==> src/rtl/ic_profile_lookup.sv <==
// ic_profile_lookup: sequential search of a fixed IC profile table.
// A request's part number is captured and the table is scanned one entry per
// cycle. The first (lowest-index) match is returned with its gate and tester
// codes. The result is held until the consumer takes it.
//
// Ports:
//   clk        - clock, rising edge
//   reset      - synchronous active-high reset
//   req_valid  - lookup request present
//   req_ready  - block accepts a request (decoded from state, IDLE only)
//   icNumber   - part number to look up
//   rsp_valid  - result valid (registered)
//   rsp_ready  - consumer takes the result
//   found      - part number matched an entry (registered)
//   gate       - gate code of the matching entry (registered)
//   tester     - tester code of the matching entry (registered)
//   hit_index  - index of the matching entry (registered)
//
// Optional feature: define ICDEC_LAST_HIT_EN to add a last-hit register.
// A repeat of the most recent found part number then completes one edge
// after accept.
module ic_profile_lookup #(
    parameter int unsigned NUM_ENTRIES = 17,
    parameter int unsigned ID_W        = 32,
    parameter int unsigned GATE_W      = 3,
    parameter int unsigned TESTER_W    = 3
) (
    input  logic                clk,
    input  logic                reset,
    input  logic                req_valid,
    output logic                req_ready,
    input  logic [ID_W-1:0]     icNumber,
    output logic                rsp_valid,
    input  logic                rsp_ready,
    output logic                found,
    output logic [GATE_W-1:0]   gate,
    output logic [TESTER_W-1:0] tester,
    output logic [5:0]          hit_index
);

    localparam int unsigned IDX_W = 6;
    localparam logic [IDX_W-1:0] LAST_IDX = IDX_W'(NUM_ENTRIES - 1);

    typedef enum logic [1:0] {IDLE, SEARCH, DONE} state_t;

    state_t              state_q, state_d;
    logic [IDX_W-1:0]    idx_q, idx_d;
    logic [ID_W-1:0]     icnum_q, icnum_d;
    logic                rsp_valid_q, rsp_valid_d;
    logic                found_q, found_d;
    logic [GATE_W-1:0]   gate_q, gate_d;
    logic [TESTER_W-1:0] tester_q, tester_d;
    logic [IDX_W-1:0]    hit_q, hit_d;

`ifdef ICDEC_LAST_HIT_EN
    logic                lh_valid_q, lh_valid_d;
    logic [ID_W-1:0]     lh_id_q, lh_id_d;
    logic [GATE_W-1:0]   lh_gate_q, lh_gate_d;
    logic [TESTER_W-1:0] lh_tester_q, lh_tester_d;
    logic [IDX_W-1:0]    lh_hit_q, lh_hit_d;
`endif

    // Profile table entry at the current search index; indices 17+ never match
    logic [ID_W-1:0]     tbl_id;
    logic [GATE_W-1:0]   tbl_gate;
    logic [TESTER_W-1:0] tbl_tester;
    logic                tbl_ok;
    logic                tbl_hit;

    always_comb begin
        tbl_id     = '0;
        tbl_gate   = '0;
        tbl_tester = '0;
        tbl_ok     = 1'b1;
        case (idx_q)
            6'd0:  begin tbl_id = ID_W'(32'd7400);  tbl_gate = GATE_W'(3'b010); tbl_tester = TESTER_W'(3'b001); end
            6'd1:  begin tbl_id = ID_W'(32'd7403);  tbl_gate = GATE_W'(3'b010); tbl_tester = TESTER_W'(3'b001); end
            6'd2:  begin tbl_id = ID_W'(32'd7408);  tbl_gate = GATE_W'(3'b000); tbl_tester = TESTER_W'(3'b001); end
            6'd3:  begin tbl_id = ID_W'(32'd7409);  tbl_gate = GATE_W'(3'b000); tbl_tester = TESTER_W'(3'b001); end
            6'd4:  begin tbl_id = ID_W'(32'd7432);  tbl_gate = GATE_W'(3'b001); tbl_tester = TESTER_W'(3'b001); end
            6'd5:  begin tbl_id = ID_W'(32'd7486);  tbl_gate = GATE_W'(3'b100); tbl_tester = TESTER_W'(3'b001); end
            6'd6:  begin tbl_id = ID_W'(32'd74132); tbl_gate = GATE_W'(3'b010); tbl_tester = TESTER_W'(3'b001); end
            6'd7:  begin tbl_id = ID_W'(32'd7410);  tbl_gate = GATE_W'(3'b010); tbl_tester = TESTER_W'(3'b010); end
            6'd8:  begin tbl_id = ID_W'(32'd7411);  tbl_gate = GATE_W'(3'b000); tbl_tester = TESTER_W'(3'b010); end
            6'd9:  begin tbl_id = ID_W'(32'd7412);  tbl_gate = GATE_W'(3'b010); tbl_tester = TESTER_W'(3'b010); end
            6'd10: begin tbl_id = ID_W'(32'd7427);  tbl_gate = GATE_W'(3'b011); tbl_tester = TESTER_W'(3'b010); end
            6'd11: begin tbl_id = ID_W'(32'd7420);  tbl_gate = GATE_W'(3'b010); tbl_tester = TESTER_W'(3'b011); end
            6'd12: begin tbl_id = ID_W'(32'd7421);  tbl_gate = GATE_W'(3'b000); tbl_tester = TESTER_W'(3'b011); end
            6'd13: begin tbl_id = ID_W'(32'd7430);  tbl_gate = GATE_W'(3'b010); tbl_tester = TESTER_W'(3'b100); end
            6'd14: begin tbl_id = ID_W'(32'd7404);  tbl_gate = GATE_W'(3'b000); tbl_tester = TESTER_W'(3'b000); end
            6'd15: begin tbl_id = ID_W'(32'd7405);  tbl_gate = GATE_W'(3'b000); tbl_tester = TESTER_W'(3'b000); end
            6'd16: begin tbl_id = ID_W'(32'd7414);  tbl_gate = GATE_W'(3'b000); tbl_tester = TESTER_W'(3'b000); end
            default: tbl_ok = 1'b0;
        endcase
    end

    assign tbl_hit = tbl_ok && (tbl_id == icnum_q);

    // State and result registers
    always_ff @(posedge clk) begin
        if (reset) begin
            state_q     <= IDLE;
            idx_q       <= '0;
            icnum_q     <= '0;
            rsp_valid_q <= 1'b0;
            found_q     <= 1'b0;
            gate_q      <= '0;
            tester_q    <= '0;
            hit_q       <= '0;
`ifdef ICDEC_LAST_HIT_EN
            lh_valid_q  <= 1'b0;
            lh_id_q     <= '0;
            lh_gate_q   <= '0;
            lh_tester_q <= '0;
            lh_hit_q    <= '0;
`endif
        end else begin
            state_q     <= state_d;
            idx_q       <= idx_d;
            icnum_q     <= icnum_d;
            rsp_valid_q <= rsp_valid_d;
            found_q     <= found_d;
            gate_q      <= gate_d;
            tester_q    <= tester_d;
            hit_q       <= hit_d;
`ifdef ICDEC_LAST_HIT_EN
            lh_valid_q  <= lh_valid_d;
            lh_id_q     <= lh_id_d;
            lh_gate_q   <= lh_gate_d;
            lh_tester_q <= lh_tester_d;
            lh_hit_q    <= lh_hit_d;
`endif
        end
    end

    // Next-state and next-result logic
    always_comb begin
        state_d     = state_q;
        idx_d       = idx_q;
        icnum_d     = icnum_q;
        rsp_valid_d = rsp_valid_q;
        found_d     = found_q;
        gate_d      = gate_q;
        tester_d    = tester_q;
        hit_d       = hit_q;
`ifdef ICDEC_LAST_HIT_EN
        lh_valid_d  = lh_valid_q;
        lh_id_d     = lh_id_q;
        lh_gate_d   = lh_gate_q;
        lh_tester_d = lh_tester_q;
        lh_hit_d    = lh_hit_q;
`endif
        case (state_q)
            IDLE: begin
                if (req_valid) begin
                    icnum_d = icNumber;
                    idx_d   = '0;
                    state_d = SEARCH;
`ifdef ICDEC_LAST_HIT_EN
                    // Repeat of the last found part: serve the stored result
                    if (lh_valid_q && (icNumber == lh_id_q)) begin
                        state_d     = DONE;
                        rsp_valid_d = 1'b1;
                        found_d     = 1'b1;
                        gate_d      = lh_gate_q;
                        tester_d    = lh_tester_q;
                        hit_d       = lh_hit_q;
                    end
`endif
                end
            end
            SEARCH: begin
                if (tbl_hit) begin
                    state_d     = DONE;
                    rsp_valid_d = 1'b1;
                    found_d     = 1'b1;
                    gate_d      = tbl_gate;
                    tester_d    = tbl_tester;
                    hit_d       = idx_q;
`ifdef ICDEC_LAST_HIT_EN
                    lh_valid_d  = 1'b1;
                    lh_id_d     = icnum_q;
                    lh_gate_d   = tbl_gate;
                    lh_tester_d = tbl_tester;
                    lh_hit_d    = idx_q;
`endif
                end else if (idx_q == LAST_IDX) begin
                    state_d     = DONE;
                    rsp_valid_d = 1'b1;
                    found_d     = 1'b0;
                    gate_d      = '0;
                    tester_d    = '0;
                    hit_d       = '0;
                end else begin
                    idx_d = idx_q + 1'b1;
                end
            end
            DONE: begin
                // Hold the result until taken; new requests wait for IDLE
                if (rsp_ready) begin
                    state_d     = IDLE;
                    rsp_valid_d = 1'b0;
                    found_d     = 1'b0;
                    gate_d      = '0;
                    tester_d    = '0;
                    hit_d       = '0;
                end
            end
            default: state_d = IDLE;
        endcase
    end

    assign req_ready = (state_q == IDLE);
    assign rsp_valid = rsp_valid_q;
    assign found     = found_q;
    assign gate      = gate_q;
    assign tester    = tester_q;
    assign hit_index = hit_q;

endmodule

==> config.mk <==
export PLATFORM = sky130hd
export DESIGN_NAME = ic_profile_lookup
export DESIGN_NICKNAME = d
export VERILOG_FILES = /design/src/rtl/ic_profile_lookup.sv
export SDC_FILE = /design/constraint.sdc
export NUM_CORES = 1
export LEC_CHECK = 0
export ABC_AREA = 1
export CAP_MARGIN = 20
export CORE_MARGIN = 2
export CORE_UTILIZATION = 48
export DETAILED_ROUTE_END_ITERATION = 8
export PLACE_DENSITY = 0.73
export RECOVER_POWER = 50
export SETUP_SLACK_MARGIN = 0.3
export SYNTH_ARGS = -nofsm -noshare
export SYNTH_HDL_FRONTEND = slang
export SYNTH_SLANG_ARGS = --single-unit
==> constraint.sdc <==
create_clock -name clk -period 3 [get_ports clk]
set_input_delay 0.9 -clock clk [delete_from_list [all_inputs] [get_ports clk]]
set_output_delay 0.9 -clock clk [all_outputs]
set_load 0.1 [all_outputs]
After elaboration in Yosys (flattened, before gate mapping). Cells that the tools add are included.

Register bits: 54. Bits of input ports: 36. Output and inout port bits: 15. Word-level logic and storage cells: 77.

Add/sub/neg operators: 1. Equal/unequal tests: 24. Muxes and demuxes: 30. Reduce and logical (&&, ||, !) cells: 14.

Operators with widths (count): $pmux W17 S17 (1); $eq A6 B4 Y1 const B (8); $mux W6 (6); $eq A32 B32 Y1 (1); $eq A6 B3 Y1 const B (4); $pmux W3 S4 (2); $pmux W6 S2 (2); $reduce_or A17 Y1 (1); $reduce_or A7 Y1 (2); $eq A6 B2 Y1 const B (2); $mux W3 (4); $pmux W3 S2 (2); $mux W2 (4); $ne A2 B2 Y1 const B (4); $add A6 B1 Y6 const B (1); $eq A6 B1 Y1 const B (1); $eq A6 B5 Y1 const B (1); $logic_not A6 Y1 (1); $mux W1 (6); $pmux W2 S3 (1); $reduce_and A3 Y1 (2); $pmux W1 S2 (2); $reduce_and A4 Y1 (1); $reduce_bool A2 Y1 (2); 8 further kinds (8).

Logic depth before layout (Yosys ltp). Gate-level depths: netlist of run 1.

Depth in word-level cells: 6. Depth in mapped cells: 19.

Least setup slack after synthesis of run 1. OpenSTA, ideal clock, no wires.

Kind: reg-to-reg. Start: reg state_q[0]. End: reg icnum_q[10]. Arrival: 2.528 ns. Required time: 2.935 ns. Slack: 0.407 ns. Stages on the path, launching flop included: 7. Path buffers: 1. Period minus slack after synthesis: 2.593 ns. Cell sequence: dfxtp_1 -> nor2_1 -> nand2_1 -> inv_1 -> clkbuf_1 -> nor2_1 -> nor2_1.

Cells in the longest elaborated chain, start to end: 2.

Ends and longest elaborated chain: start, declared (line 46) `state_t state_q, state_d;`; start signal, assigned (line 118) `state_q <= state_d;`; $logic_not A2 Y1; via req_ready (line 31) `output logic req_ready,`; $reduce_and A2 Y1 (no source line); end signal, assigned (line 120) `icnum_q <= icnum_d;`; end, declared (line 48) `logic [ID_W-1:0] icnum_q, icnum_d;`.

The timed path passes the listed nets, and every way through them passes these cells. A chain may end at the register's enable or synchronous reset.

Worst setup path after layout of run 1.
Start: reg state_q[0]. End: out req_ready.

Cells in the longest elaborated chain, start to end: 1.

Ends and longest elaborated chain: $logic_not A2 Y1 (line 213) `assign req_ready = (state_q == IDLE);`; end, declared (line 31).

No other way between the ends.

==> qor_table.md, run 1 <==
| Step | Result | This run |
|:---|:---|:---|
| synthesis | Post-Synthesis Cells | 482 |
| finish | Summed area of non-filler cells in the final layout | 3656 sq um |
| worst setup path | Largest fanout of any net on the critical path | 3 |
| finish | Area growth from synthesis to final layout | 19.75% |
| floorplanning | IO Count | 51 |
| route | Initial DRC count | 145 |
| timing | Total negative slack | 0 ps |
| pwr | Power per Cell Area | 507.9 nW/um^2 |
| placement | Total cell area at the placement stage | 3538 sq um |
| global route | Maximum number of pins on one net before global-route repair | 47 |
| clock tree | Clock Latency Late Sink | 310 ps |
| outcome | Outcome | complete, no violations |
| pwr | Leakage power | 1.654 nW |
| job | Max-cap violations | 0 |
| synthesis | YS warnings | 0 |
| synthesis | Count of cell types in the netlist | 31 |
| synthesis | Synth async-reset ratio | 0% |
| floorplanning | Cell Rows | 29 |
| timing | Final setup violation count | 0 |
| route | Detail-routed net length per standard cell | 11.89 um |
| worst setup path | CP required | 2100 ps |
| worst setup path | Reg2reg start | idx_q[1] |
| worst hold path | Instance count along the most critical hold path | 2 |
| finish | Number of inserted filler cells in the final layout | 633 |
| global route | Wire length of the first global-routing pass | 12.14 mm |
| timing | Number of hold-slack violations in the final timing report | 0 |
| placement | Count of input and output buffers | 50 |
| floorplanning | Die width | 83.75 um |
| worst setup path | Worst setup path start | state_q[0] |
| clock tree | H-tree depth reported by CTS | 2 |
| global route | Gr usage total | 20.85% |
| worst setup path | Number of cells traversed by the worst register-to-register path | 14 |
| clock tree | Root buffer selected by CTS | clkbuf_8 |
| timing | Clock period minus worst slack | 2631 ps |
| timing | RSZ-0062 raised after global routing | no |
| synthesis | Synth Flop Type | dfxtp_1 |
| clock tree | Clock transition at the registers of the reported paths | 110 ps |
| finish | Register cell area after layout | 1086 sq um |
| route | DRC Markers | 0 |
| synthesis | Top cell type by total area after synthesis | dfxtp_1 |
| timing | Measured slew at the worst slew-check pin | 1189 ps |
| synthesis | Nets in the synthesized netlist | 522 |
| worst hold path | Launch instance of the worst min-delay path | hit_index[5] |
| timing | Clock Skews | 10.54 ps |
| timing | Count of pins over their slew limit | 0 |
| route | Via Count | 3126 |
| synthesis | Post-synth EDFFs | 0 |
| global route | Via count of the first global-routing pass | 2731 |
| finish | Multi-input gate area in the final layout | 1665 sq um |
| finish | Share of layout cells above drive strength 1 | 8.190% |
| route | DR vias/cell | 5.193 |
| synthesis | Fraction of the yosys area taken by sequential cells | 35.41% |
| route | Number of iterations in the first detailed-routing pass | 5 |
| pwr | Worst vdd rail ir drop | 0.3078 mV |
| route | Total wirelength of the detailed-routed design | 7.160 mm |
| synthesis | Synthesized area per cell | 6.334 sq um |
| placement | RePlAce Congestion | 0.8841 |
| floorplanning | Starting utilization of the core area | 48.92% |
| worst hold path | Hold/Removal Path Class | reg -> reg |
| timing | Max Fclk | 380.1 MHz |
| floorplanning | Core Area | 6241 sq um |
| clock tree | TritonCTS clock tree | built |
| placement | Sum of net half-perimeters after detailed placement | 5.412 mm |
| worst setup path | Capturing element type of the critical path | output pin |
| finish | Total Nets Final | 564 |
| floorplanning | Vertical extent of the die | 83.75 um |
| clock tree | Number of buffers on the longest clock path | 2 |
| worst setup path | Endpoint arrival time on the critical path | 1730 ps |
| synthesis | Synth Register Bits | 54 |
| clock tree | TritonCTS buffer count | 5 |
| timing | Fin crit share | 87.71% |
| synthesis | Proportion of netlist area held by the largest area contributor | 35.41% |
| finish | Number of diodes | 0 |
| worst setup path | Worst Setup Start Kind | register |
| global route | Initial antenna violation count | 0 |
| global route | Grt ovf | 0 |
| worst setup path | Crit path kind | reg -> out |
| route | Count of antenna-violating nets left after detailed routing | 0 |
| floorplanning | Die ar. | 7014 sq um |
| clock tree | CTS sink cnt | 54 |
| synthesis | Biggest area contributors in the synthesized netlist | dfxtp_1 (35%), nor2_1 (13%), nand2_1 (9.7%) |
| timing | Slew headroom | 21.10% |
| synthesis | Synthesized cell area | 3053 sq um |
[path summary, 6_finish.rpt]
path / end / slack [ps]
min reg2reg: hit_index[5] / 450
max: req_ready / 370
max reg2reg: hit_index[3] / 560
min: hit_index[5] / 450
[layout by cell type (no fill, tap or decap)]
cell type	n
nor3_1	1
clkinv_4	2
o21ai_0	35
clkinv_1	1
a21oi_1	20
o221ai_1	1
nand2_1	79
nand3b_1	2
clkbuf_1	15
nand2_4	1
o21ai_2	1
clkbuf_2	1
dlygate4sd3_1	1
inv_1	56
a31oi_1	1
nand4_1	30
a21o_1	1
dfxtp_2	4
nand3_4	1
or2_2	1
nor2_1	102
ha_2	3
nand3_2	4
ha_1	1
inv_2	2
buf_4	10
clkdlybuf4s50_1	34
nand3_1	46
nor2_2	3
o2111ai_1	1
o211ai_1	4
dfxtp_1	50
nor2_4	4
nor4_1	1
clkbuf_8	6
[sequential cells by signal, indices dropped and copies added (netlist names)]
register / count
icnum_q: 32
idx_q: 6
tester: 3
state_q: 2
found: 1
rsp_valid: 1
hit_index: 6
gate: 3
[worst max-delay path: stages, from the launching register on]
cell and delay, ps:
dfxtp_1 340, nor2_1 190, clkbuf_1 890
[cell type report]
cell class,instances,area share (%)
inverters,59,6.057
well taps,77,2.635
flip-flops and latches,54,29.71
clock inverters,2,0.4791
repair buffers,61,13.31
clock buffers,6,2.259
multi-input cells,343,45.55
[kinds of logic (layout without fill, tap and decap cells)]
| group | after synthesis | count (layout) | share of synthesized area [%] |
|---|---|---|---|
| flops | 54 | 54 | 35.41 |
| buf+inv | 86 | 128 | 11.64 |
| simple gates | 274 | 275 | 40.12 |
| fa+ha+maj | 4 | 4 | 1.639 |
| compound gates | 64 | 64 | 11.19 |
[layer usage]
| layer | track usage (%) | up-vias | share of wire (%) |
|---|---|---|---|
| met5 | 0 | - | 0 |
| met1 | 27.12 | 1390 | 47 |
| met4 | 5.572 | 0 | 1.2 |
| met2 | 36.36 | 83 | 48 |
| li1 | - | 1644 | - |
| met3 | 2.770 | 9 | 4.1 |
[repair_timing]
item | CTS | global route
endpoints found under the setup margin | 7 | 21
gates resized for setup | 1 | 13
hold buffers | 0 | 0
pin swaps | 0 | 2
gates cloned | 0 | 1
setup buffers | 0 | 3
[power breakdown]
group | switching, W | total (W) | internal (W)
sequential | 0.0000379 | 0.000828 | 0.000790
clock | 0.000250 | 0.000441 | 0.000191
combinational | 0.000421 | 0.000588 | 0.000167
total | 0.000709 | 0.00186 | 0.00115
[Yosys cell counts, types with 2 or more instances]
cell,instances
a21oi_1,20
buf_2,2
buf_4,4
buf_6,2
clkbuf_1,18
dfxtp_1,54
ha_1,4
inv_1,56
inv_2,2
nand2_1,79
nand3_1,47
nand3_2,2
nand3b_1,2
nand4_1,30
nor2_1,103
nor2_2,5
o211ai_1,4
o21ai_0,35
[metrics by stage]
step                      instances  util [%]  hold slack, ps  setup slack (ps)  power (W)
after CTS                       598     58.38           452.2             325.6   0.001884
after global routing            602     58.58           487.5             302.0   0.001967
after global placement          590     56.70           436.5             360.5   0.001436
after detailed placement        590     56.70           436.1             294.5   0.001445
final                           602     58.58           447.6             368.8   0.001857
after floorplan                 482         -           444.3             407.0   0.001304
(Power assumes the default switching activity.)
==> run 2, diff against run 1 <==
--- a/config.mk
+++ b/config.mk
@@ -10,9 +10,11 @@
 export CORE_MARGIN = 2
 export CORE_UTILIZATION = 48
 export DETAILED_ROUTE_END_ITERATION = 8
+export HOLD_SLACK_MARGIN = 0.12
 export PLACE_DENSITY = 0.73
 export RECOVER_POWER = 50
 export SETUP_SLACK_MARGIN = 0.3
+export SLEW_MARGIN = 20
 export SYNTH_ARGS = -nofsm -noshare
 export SYNTH_HDL_FRONTEND = slang
 export SYNTH_SLANG_ARGS = --single-unit
==> constraint.sdc (replaced) <==
create_clock -name clk -period 2.7 [get_ports clk]
set_input_delay 0.81 -clock clk [delete_from_list [all_inputs] [get_ports clk]]
set_output_delay 0.81 -clock clk [all_outputs]
set_load 0.1 [all_outputs]
==> qor_table.md, run 2 (synthesis gave the netlist of run 1 again) <==
| Step | Result | This run | vs previous |
|:---|:---|:---|:---|
| pwr | Worst vdd rail ir drop | 0.3597 mV | +17% |
| clock tree | H-tree depth reported by CTS | 2 | unchanged |
| finish | Total Nets Final | 581 | +3.0% |
| worst hold path | Hold/Removal Path Class | reg -> reg |  |
| worst setup path | Largest fanout of any net on the critical path | 9 | +6 |
| placement | Sum of net half-perimeters after detailed placement | 5.667 mm | +4.7% |
| route | DR vias/cell | 5.320 | +2.4% |
| finish | Max FFs per register | 32 | unchanged |
| route | Total wirelength of the detailed-routed design | 8.110 mm | +13% |
| global route | Wire length of the first global-routing pass | 13.11 mm | +8.0% |
| global route | Maximum number of pins on one net before global-route repair | 47 | unchanged |
| worst setup path | CP required | 2920 ps | +820 ps |
| clock tree | Number of buffers on the longest clock path | 2 | unchanged |
| finish | Register with the most flip-flops | icnum_q |  |
| pwr | Overall power after layout | 0.002230 W | +20% |
| finish | Fraction of the core area covered by cells at the end of the flow | 63.75% | +5.2 points |
| timing | Clock Skews | 20.18 ps | +9.640 ps |
| job | Max-cap violations | 0 | unchanged |
| finish | Commonest non-fill, non-tap cells in the layout | nor2_1 (93), nand2_1 (71), inv_1 (51) |  |
| placement | RePlAce Congestion | 0.9383 | +6.1% |
| finish | Number of inserted filler cells in the final layout | 593 | -6.3% |
| global route | Grt ovf | 0 | unchanged |
| floorplanning | Die ar. | 7014 sq um | unchanged |
| clock tree | Clock Latency Late Sink | 320 ps | about the same |
| route | DRC Markers | 0 | unchanged |
| timing | Count of pins over their slew limit | 0 | unchanged |
| route | Count of antenna-violating nets left after detailed routing | 0 | unchanged |
| pwr | Leakage power | 1.776 nW | +7.4% |
| clock tree | Clock transition at the registers of the reported paths | 110 ps | about the same |
| floorplanning | IO Count | 51 | unchanged |
| timing | Max Fclk | 406.5 MHz |  |
| finish | Number of diodes | 0 | unchanged |
| floorplanning | Core Area | 6241 sq um | unchanged |
| floorplanning | Cell Rows | 29 | unchanged |
| global route | Initial antenna violation count | 0 | unchanged |
| clock tree | TritonCTS clock tree | built |  |
| finish | Number of standard cells in the final layout excluding fillers | 619 | +2.8% |
| finish | Most common cell after layout, fill and taps aside | nor2_1 |  |
| finish | Area growth from synthesis to final layout | 30.33% |  |
| timing | Measured slew at the worst slew-check pin | 1180 ps | -8.890 ps |
| timing | Final worst setup slack | 240.1 ps | -128.8 ps |
| clock tree | Root buffer selected by CTS | clkbuf_8 |  |
| placement | Cell count after placement | 597 | +1.2% |
| timing | Number of hold-slack violations in the final timing report | 0 | unchanged |
| worst setup path | Capturing element type of the critical path | register |  |
| floorplanning | Die width | 83.75 um | unchanged |
| clock tree | TritonCTS buffer count | 5 | unchanged |
| route | Number of iterations in the first detailed-routing pass | 5 | unchanged |
| placement | Worst slack, placed | -62.23 ps | -356.7 ps |
| placement | Count of input and output buffers | 50 | unchanged |
| route | Via Count | 3293 | +5.3% |
| clock tree | CTS sink cnt | 54 | unchanged |
| timing | RSZ-0062 raised after global routing | yes |  |
| timing | Slew headroom | 21.69% | +0.59 points |
| worst setup path | Worst Setup Start Kind | register |  |
| global route | Via count of the first global-routing pass | 2878 | +5.4% |
| route | Initial DRC count | 199 | +37% |
| route | Detail-routed net length per standard cell | 13.10 um | +10% |
| floorplanning | Starting utilization of the core area | 48.92% | unchanged |
| floorplanning | Vertical extent of the die | 83.75 um | unchanged |
| timing | Fin crit share | 91.11% |  |
| global route | Gr usage total | 22.85% | +2.0 points |
| pwr | Power per Cell Area | 560.5 nW/um^2 | +10% |
| worst setup path | Crit path kind | reg -> reg |  |
| worst setup path | Endpoint arrival time on the critical path | 2680 ps | +950 ps |
| timing | Final setup violation count | 0 | unchanged |
| outcome | Outcome | complete, no violations |  |
| timing | Worst hold margin | 458.8 ps | +11.20 ps |
| finish | Share of layout cells above drive strength 1 | 16.97% | +8.8 points |
| timing | Clock period minus worst slack | 2460 ps |  |
## run 2: changes by cell type in the layout (fill, tap and decap cells not counted), moves of 3 or more
cell and delta:
nand3_2 +3, inv_1 -5, buf_4 +9, buf_6 +8
inv_2 +5, dfxtp_4 +3, nor2_2 +8, ha_2 -3
nand2_2 +7, nand3_1 -4, ha_4 +4, nand2_1 -8
nor2_1 -9
## run 2: worst max-delay path, stage by stage, from the launching register on
cell and delay, ps:
dfxtp_4 400, inv_2 80, ha_4 190, o211ai_1 250, nand3_1 170, nor2_2 160, nand2_1 80, nand2_1 60
nand2_1 50, nor2_1 130, nand4_1 170, nand2_4 190, buf_6 140, nand4_1 110, nand2_1 90, nor2_1 70
## run 2: routing by layer
metal	part of all wire [%]	GRT usage [%]
met2	48	38.98
met5	0	0
met3	5.3	3.956
met1	44	28.78
met4	2.6	8.651
## run 2: final timing paths
check	to	slack, ps	startpoint	cells past startpoint
min reg2reg	hit_index[5]	460	hit_index[5]	2
max	hit_index[0]	240	idx_q[0]	15
min	hit_index[5]	460	hit_index[5]	2
max reg2reg	hit_index[0]	240	idx_q[0]	15
## run 2: area by class of cell
class                           count  area (sq um)  share of cell area, %
Clock buffer                        6         82.58                  2.075
Clock inverter                      2         38.79                 0.9748
Inverter                           59         221.5                  5.566
Multi-Input combinational cell    343          1799                  45.22
Sequential cell                    54          1095                  27.52
Tap cell                           77         96.34                  2.421
Timing Repair Buffer               78         645.6                  16.23
## run 2: metrics by stage
step / cell area, sq um / setup TNS (ps)
global route: 3979 / 0
floorplan: 3058 / 0
detailed placement: 3596 / -523.4
finish: 3979 / 0
CTS: 3874 / 0
global placement: 3596 / 0
## run 2: what timing repair did
item | in CTS | in global routing
setup endpoints to repair | 22 | 21
buffers inserted | 5 | 6
hold buffers | 0 | 0
cloned | 2 | 1
pin swaps | 6 | 21
resized for setup | 25 | 40
## run 2: report_power, final
part / switching [W] / internal, W
clock: 0.000283 / 0.000306
sequential: 0.0000437 / 0.000876
combinational: 0.000504 / 0.000218
total: 0.000830 / 0.00140
==> run 3, diff against run 2 <==
--- a/config.mk
+++ b/config.mk
@@ -9,6 +9,7 @@
 export CAP_MARGIN = 20
 export CORE_MARGIN = 2
 export CORE_UTILIZATION = 48
+export CTS_BUF_LIST = sky130_fd_sc_hd__clkbuf_4 sky130_fd_sc_hd__clkbuf_8
 export DETAILED_ROUTE_END_ITERATION = 8
 export HOLD_SLACK_MARGIN = 0.12
 export PLACE_DENSITY = 0.73
==> results of run 3 <==
No change in the layout: final DEF, timing and power equal those of run 2.
